### config.mk
export PLATFORM = sky130hd
export DESIGN_NAME = mapper_mem_arbiter
export DESIGN_NICKNAME = d
export VERILOG_FILES = /design/src/rtl/mapper_mem_pkg.sv /design/src/rtl/mapper_mem_prio.sv /design/src/rtl/mapper_mem_arbiter.sv
export SDC_FILE = /design/constraint.sdc
export NUM_CORES = 1
export LEC_CHECK = 0
export CELL_PAD_IN_SITES_DETAIL_PLACEMENT = 1
export CELL_PAD_IN_SITES_GLOBAL_PLACEMENT = 2
export CORE_ASPECT_RATIO = 2
export CORE_MARGIN = 5
export CORE_UTILIZATION = 23
export CTS_CLUSTER_SIZE = 8
export DETAILED_ROUTE_END_ITERATION = 8
export PLACE_DENSITY = 0.77
export SYNTH_ARGS = -nofsm -noshare
export SYNTH_HDL_FRONTEND = slang
export SYNTH_SLANG_ARGS = --single-unit
export TNS_END_PERCENT = 10
### constraint.sdc
create_clock -name clk -period 2.51 [get_ports clk]
set_input_delay 0.502 -clock clk [delete_from_list [all_inputs] [get_ports clk]]
set_output_delay 0.502 -clock clk [all_outputs]
set_load 0.01 [all_outputs]
### src/rtl/mapper_mem_pkg.sv
// Shared types and widths for the mapper memory arbiter.
package mapper_mem_pkg;

    localparam int unsigned ADDR_W = 22;
    localparam int unsigned DATA_W = 8;

    typedef enum logic [1:0] {
        ST_IDLE,
        ST_WAIT,
        ST_DONE
    } state_t;

    typedef enum logic [1:0] {
        RID_PPU,
        RID_CPU,
        RID_LDR
    } rid_t;

    // Command presented on the shared memory port for the whole WAIT phase
    typedef struct packed {
        logic              we;
        logic [ADDR_W-1:0] addr;
        logic [DATA_W-1:0] wdata;
    } mem_cmd_t;

endpackage

### src/rtl/mapper_mem_prio.sv
// Fixed PPU > CPU > LDR priority with a starvation escape that lets a pending CPU win
// after STARVE_LIMIT consecutive PPU grants.
module mapper_mem_prio
    import mapper_mem_pkg::*;
#(
    parameter int unsigned STARVE_LIMIT = 3
) (
    input  logic clk,
    input  logic reset_n,
    input  logic arb_en,
    input  logic ppu_req,
    input  logic cpu_req,
    input  logic ldr_req,
    output logic any_req_c,
    output rid_t winner_c
);

    logic [2:0] starve_q;
    logic       starved_c;

    assign starved_c = cpu_req && (starve_q == 3'(STARVE_LIMIT));
    assign any_req_c = ppu_req || cpu_req || ldr_req;

    always_comb begin
        winner_c = RID_LDR;
        if (starved_c) begin
            winner_c = RID_CPU;
        end else if (ppu_req) begin
            winner_c = RID_PPU;
        end else if (cpu_req) begin
            winner_c = RID_CPU;
        end
    end

    // Count PPU wins only while the CPU is actually waiting
    always_ff @(posedge clk or negedge reset_n) begin
        if (!reset_n) begin
            starve_q <= 3'd0;
        end else if (arb_en) begin
            if (!cpu_req || winner_c == RID_CPU) begin
                starve_q <= 3'd0;
            end else if (winner_c == RID_PPU) begin
                starve_q <= starve_q + 3'd1;
            end
        end
    end

endmodule

### src/rtl/mapper_mem_arbiter.sv
// Arbitrates PPU, CPU and ROM-loader accesses onto one shared memory port, with a
// per-transaction timeout that completes the access with 0xFF read data.
module mapper_mem_arbiter
    import mapper_mem_pkg::*;
#(
    parameter int unsigned STARVE_LIMIT = 3,
    parameter int unsigned TIMEOUT_CYC  = 255
) (
    input  logic              clk,
    input  logic              reset_n,

    input  logic              ppu_req,
    input  logic [ADDR_W-1:0] ppu_addr,
    output logic              ppu_ack,
    output logic [DATA_W-1:0] ppu_rdata,

    input  logic              cpu_req,
    input  logic              cpu_we,
    input  logic [ADDR_W-1:0] cpu_addr,
    input  logic [DATA_W-1:0] cpu_wdata,
    output logic              cpu_ack,
    output logic [DATA_W-1:0] cpu_rdata,

    input  logic              ldr_req,
    input  logic [ADDR_W-1:0] ldr_addr,
    input  logic [DATA_W-1:0] ldr_wdata,
    output logic              ldr_ack,

    output logic              mem_req,
    output logic              mem_we,
    output logic [ADDR_W-1:0] mem_addr,
    output logic [DATA_W-1:0] mem_wdata,
    input  logic              mem_ack,
    input  logic [DATA_W-1:0] mem_rdata,

    output logic              timeout_err
);

    localparam int unsigned TMO_W = 8;

    state_t            state_q, state_d;
    rid_t              winner_c, owner_q;
    logic              any_req_c;
    logic              arb_en_c;
    logic              tmo_hit_c;
    logic              finish_c;
    logic [DATA_W-1:0] rd_c;
    logic [TMO_W-1:0]  tmo_q;
    mem_cmd_t          cmd_c, cmd_q;

    assign arb_en_c  = (state_q == ST_IDLE);
    assign tmo_hit_c = (tmo_q == TMO_W'(TIMEOUT_CYC - 1));
    assign finish_c  = mem_ack || tmo_hit_c;
    assign rd_c      = mem_ack ? mem_rdata : 8'hFF;

    assign mem_we    = cmd_q.we;
    assign mem_addr  = cmd_q.addr;
    assign mem_wdata = cmd_q.wdata;

    mapper_mem_prio #(
        .STARVE_LIMIT (STARVE_LIMIT)
    ) u_prio (
        .clk       (clk),
        .reset_n   (reset_n),
        .arb_en    (arb_en_c),
        .ppu_req   (ppu_req),
        .cpu_req   (cpu_req),
        .ldr_req   (ldr_req),
        .any_req_c (any_req_c),
        .winner_c  (winner_c)
    );

    // Command the winner would place on the memory port
    always_comb begin
        cmd_c = '0;
        case (winner_c)
            RID_PPU: begin
                cmd_c.we   = 1'b0;
                cmd_c.addr = ppu_addr;
            end
            RID_CPU: begin
                cmd_c.we    = cpu_we;
                cmd_c.addr  = cpu_addr;
                cmd_c.wdata = cpu_wdata;
            end
            default: begin
                cmd_c.we    = 1'b1;
                cmd_c.addr  = ldr_addr;
                cmd_c.wdata = ldr_wdata;
            end
        endcase
    end

    always_comb begin
        state_d = state_q;
        case (state_q)
            ST_IDLE: if (any_req_c) state_d = ST_WAIT;
            ST_WAIT: if (finish_c)  state_d = ST_DONE;
            ST_DONE: state_d = ST_IDLE;
            default: state_d = ST_IDLE;
        endcase
    end

    always_ff @(posedge clk or negedge reset_n) begin
        if (!reset_n) begin
            state_q     <= ST_IDLE;
            owner_q     <= RID_PPU;
            cmd_q       <= '0;
            tmo_q       <= '0;
            mem_req     <= 1'b0;
            ppu_ack     <= 1'b0;
            cpu_ack     <= 1'b0;
            ldr_ack     <= 1'b0;
            ppu_rdata   <= '0;
            cpu_rdata   <= '0;
            timeout_err <= 1'b0;
        end else begin
            state_q <= state_d;
            ppu_ack <= 1'b0;
            cpu_ack <= 1'b0;
            ldr_ack <= 1'b0;
            case (state_q)
                ST_IDLE: begin
                    if (any_req_c) begin
                        owner_q <= winner_c;
                        cmd_q   <= cmd_c;
                        tmo_q   <= '0;
                        mem_req <= 1'b1;
                    end
                end
                ST_WAIT: begin
                    if (finish_c) begin
                        mem_req <= 1'b0;
                        case (owner_q)
                            RID_PPU: ppu_ack <= 1'b1;
                            RID_CPU: cpu_ack <= 1'b1;
                            default: ldr_ack <= 1'b1;
                        endcase
                        // Only reads update the requester's data register
                        if (!cmd_q.we) begin
                            case (owner_q)
                                RID_PPU: ppu_rdata <= rd_c;
                                RID_CPU: cpu_rdata <= rd_c;
                                default: ;
                            endcase
                        end
                        if (!mem_ack) begin
                            timeout_err <= 1'b1;
                        end
                    end else begin
                        tmo_q <= tmo_q + TMO_W'(1);
                    end
                end
                default: ;
            endcase
        end
    end

endmodule

==> results.py <==
metrics = {
    "cts": {
        "clock-sinks": 67,
        "ctsHoldBuffers": 0,
        "cts_buffer_depth": 2,
        "htree_levels": 3,
        "cts_tree": "built",
        "root_buffer": "clkbuf_16",
        "cts_resized": 0,
        "worstSkewPairLatency_ns": 0.33,
        "cts_setup_buffers": 0,
        "cts_buffers": 9,
        "clk_pin_slew_ns": 0.05,
    },
    "sta": {
        "fin_crit_sh": 0.876,
        "worst_slew_pin_slew_ns": 1.00,
        "hold_violations": 0,
        "period_needed_ns": 2.20,
        "max_slew_margin": 0.333,
        "finalMaxSlewViolations": 0,
        "rsz0062_at_grt": "false",
        "fmax_mhz": 455,
        "setup_viol": 0,
        "skew_ns": 0.00502,
    },
    "setup_path": {
        "crit_path_max_fanout": 30,
        "slowest_delay_ns": 0.57,
        "critPathKind": "in2reg",
        "worstPathCellList": "clkdlybuf4s50_1, or2_0, o21a_2, buf_12, nor2_1, a31oi_1",
        "cp.required_ns": 2.75,
        "cp_data_arrival_time_ns": 2.44,
        "end_kind": "flop",
        "cp-start-kind": "input port",
        "cp_slowest_cell": "clkdlybuf4s50_1",
    },
    "synthesis": {
        "synth_edf_count": 0,
        "synth.ff_latch_count": 67,
        "synth_area_leaders": "dfrtp_1, nor2_1, a22oi_1, nand2_1, a31oi_1",
        "yosysTopAreaCell": "dfrtp_1",
        "synthCells": 308,
        "synth_top_area_frac": 0.539,
        "ys.flop_type": "dfrtp_1",
        "yosys_warnings": 0,
        "netlist_area_um2": 3110,
        "syn_nets": 409,
        "yosysSeqAreaShare": 0.539,
        "syn_avg_cell_area_um2": 10.1,
        "synthArstFlopShare": 1.00,
        "ys_types": 46,
    },
    "finish": {
        "post-route-util": 0.384,
        "final_layout_size_suffix_gt1_frac": 0.0832,
        "fin_nets": 565,
        "area_delta_synth_final_pct": 64.7,
        "final_cell_mix": "clkdlybuf4s50_1, dfrtp_1, nor2_1",
        "final_common_cell": "clkdlybuf4s50_1",
    },
    "pwr": {
        "p_leak_nw": 2.12,
        "power.total_mw": 5.46,
        "power_density_nw_per_um2": 1070,
        "vdd_drop_max_mv": 0.411,
    },
    "routing": {
        "drt-total-wl_mm": 11.0,
        "drc": 0,
        "viasPerCell": 4.80,
        "avgRoutedWirePerCell_um": 17.7,
        "drtIter0Drc": 80,
        "ant_nets": 0,
        "dr.pass1.iters": 4,
        "via_count": 2999,
    },
    "global_route": {
        "grt_util_met1": 0.130,
        "grt_antenna_before_repair": 1,
        "grt_max_degree": 68,
        "grt_pass1_vias": 3374,
        "busiest_layer": "met2",
        "grt_use_total": 0.139,
        "grt_use_met3": 0.0390,
        "grt-ovfl-total": 0,
        "grt_pass1_wl_mm": 17.4,
        "use_met2": 0.279,
    },
    "die": {
        "die_area_um2": 16100,
        "design.core.area_um2": 13400,
        "initial_core_util": 0.233,
        "dieWidth_um": 92.2,
        "die_h_um": 174,
        "io_pins": 149,
        "fp-row-count": 60,
    },
    "placed_design": {
        "gp_congestion": 0.742,
        "dp_hpwl_mm": 8.77,
        "place.port_buffers": 148,
    },
    "flow_run": {
        "cap_viol_max_count": 0,
    },
    "hold_path": {
        "hold_class": "in2async",
    },
    "outcome": {
        "outcome": "completed",
    },
}
==> registers in the layout (all words and copies together) (netlist names), 2 cells and up <==
| register | count |
|---|---|
| u_prio.starve_q | 3 |
| mem_wdata | 8 |
| owner_q | 2 |
| cpu_rdata | 8 |
| ppu_rdata | 8 |
| tmo_q | 8 |
| state_q | 2 |
| mem_addr | 22 |
==> layer usage <==
layer	wire (um)	vias to the layer above
met4	238	0
met1	3850	1427
met3	602	19
met2	6360	98
li1	-	1455
met5	0	-
==> synth_stat cells, types with 2 or more instances <==
library cell and count:
dfrtp_1 67, nor2_1 41, nand2_1 33, a31oi_1 19, a22oi_1 18, o21ai_0 16
clkbuf_1 11, nand3_1 11, a21oi_1 8, a2bb2oi_1 8, o32a_1 8, and3_1 7
buf_2 7, a221oi_1 6, a211oi_1 4, ha_1 4, nand4_1 3, o21a_1 3
a21o_1 2, and2_1 2, buf_6 2, inv_1 2, nand2b_1 2, or3_1 2
==> critical path: cells and delay by family <==
kind | cells | cell delay [ns]
buf+inv | 2 | 0.81
simple gates | 2 | 0.47
compound gates | 2 | 0.63
==> cell type report <==
| cell class | count | area, um2 |
|---|---|---|
| well taps | 155 | 194 |
| multi-input cells | 218 | 1330 |
| clock inverters | 2 | 35.0 |
| clock buffers | 14 | 254 |
| fillers | 1536 | 8240 |
| repair buffers | 165 | 1620 |
| diodes | 1 | 2.50 |
| flip-flops and latches | 67 | 1680 |
| inverters | 3 | 11.3 |
==> where the power goes <==
part	internal [mW]	switching, mW	total, mW
clock	0.796	0.445	1.24
combinational	1.29	1.11	2.40
sequential	1.54	0.282	1.82
==> path summary, 6_finish.rpt <==
check	startpoint	to	depth (start not counted)	slack [ns]
max	cpu_req	mem_addr[16]$_DFFE_PN0P_	6	0.31
min	reset_n	mem_addr[20]$_DFFE_PN0P_	1	0.31
max reg2reg	u_prio.starve_q[0]$_DFFE_PN0P_	mem_addr[16]$_DFFE_PN0P_	6	0.33
min reg2reg	mem_addr[18]$_DFFE_PN0P_	mem_addr[18]$_DFFE_PN0P_	2	0.48
max in group asynchronous	reset_n	cpu_rdata[5]$_DFFE_PN0P_	1	1.64
min in group clk	mem_addr[18]$_DFFE_PN0P_	mem_addr[18]$_DFFE_PN0P_	2	0.48
==> per-stage QoR <==
step                cells  worst slack [ns]  hold slack, ns  setup TNS, ns  area, um2
finish                625             0.311           0.307              0       5120
global route          625            0.0894           0.392              0       5120
CTS                   624             0.242           0.333              0       5120
detailed placement    608           -0.0742           0.468         -0.102       4830
global placement      608            0.0410           0.463              0       4830
floorplan             308             0.643           0.206              0       3110
==> kinds of logic after synthesis <==
logic type,Yosys count,share of synthesized area
and+or+nand+nor,114,0.179
AOI/OAI and AO/OA,98,0.224
DFF,67,0.539
buffers and inverters,23,0.0354
adders and majority gates,4,0.0161
xor gates and xnor gates,1,0.00282
muxes,1,0.00322
(Power assumes the default switching activity.)
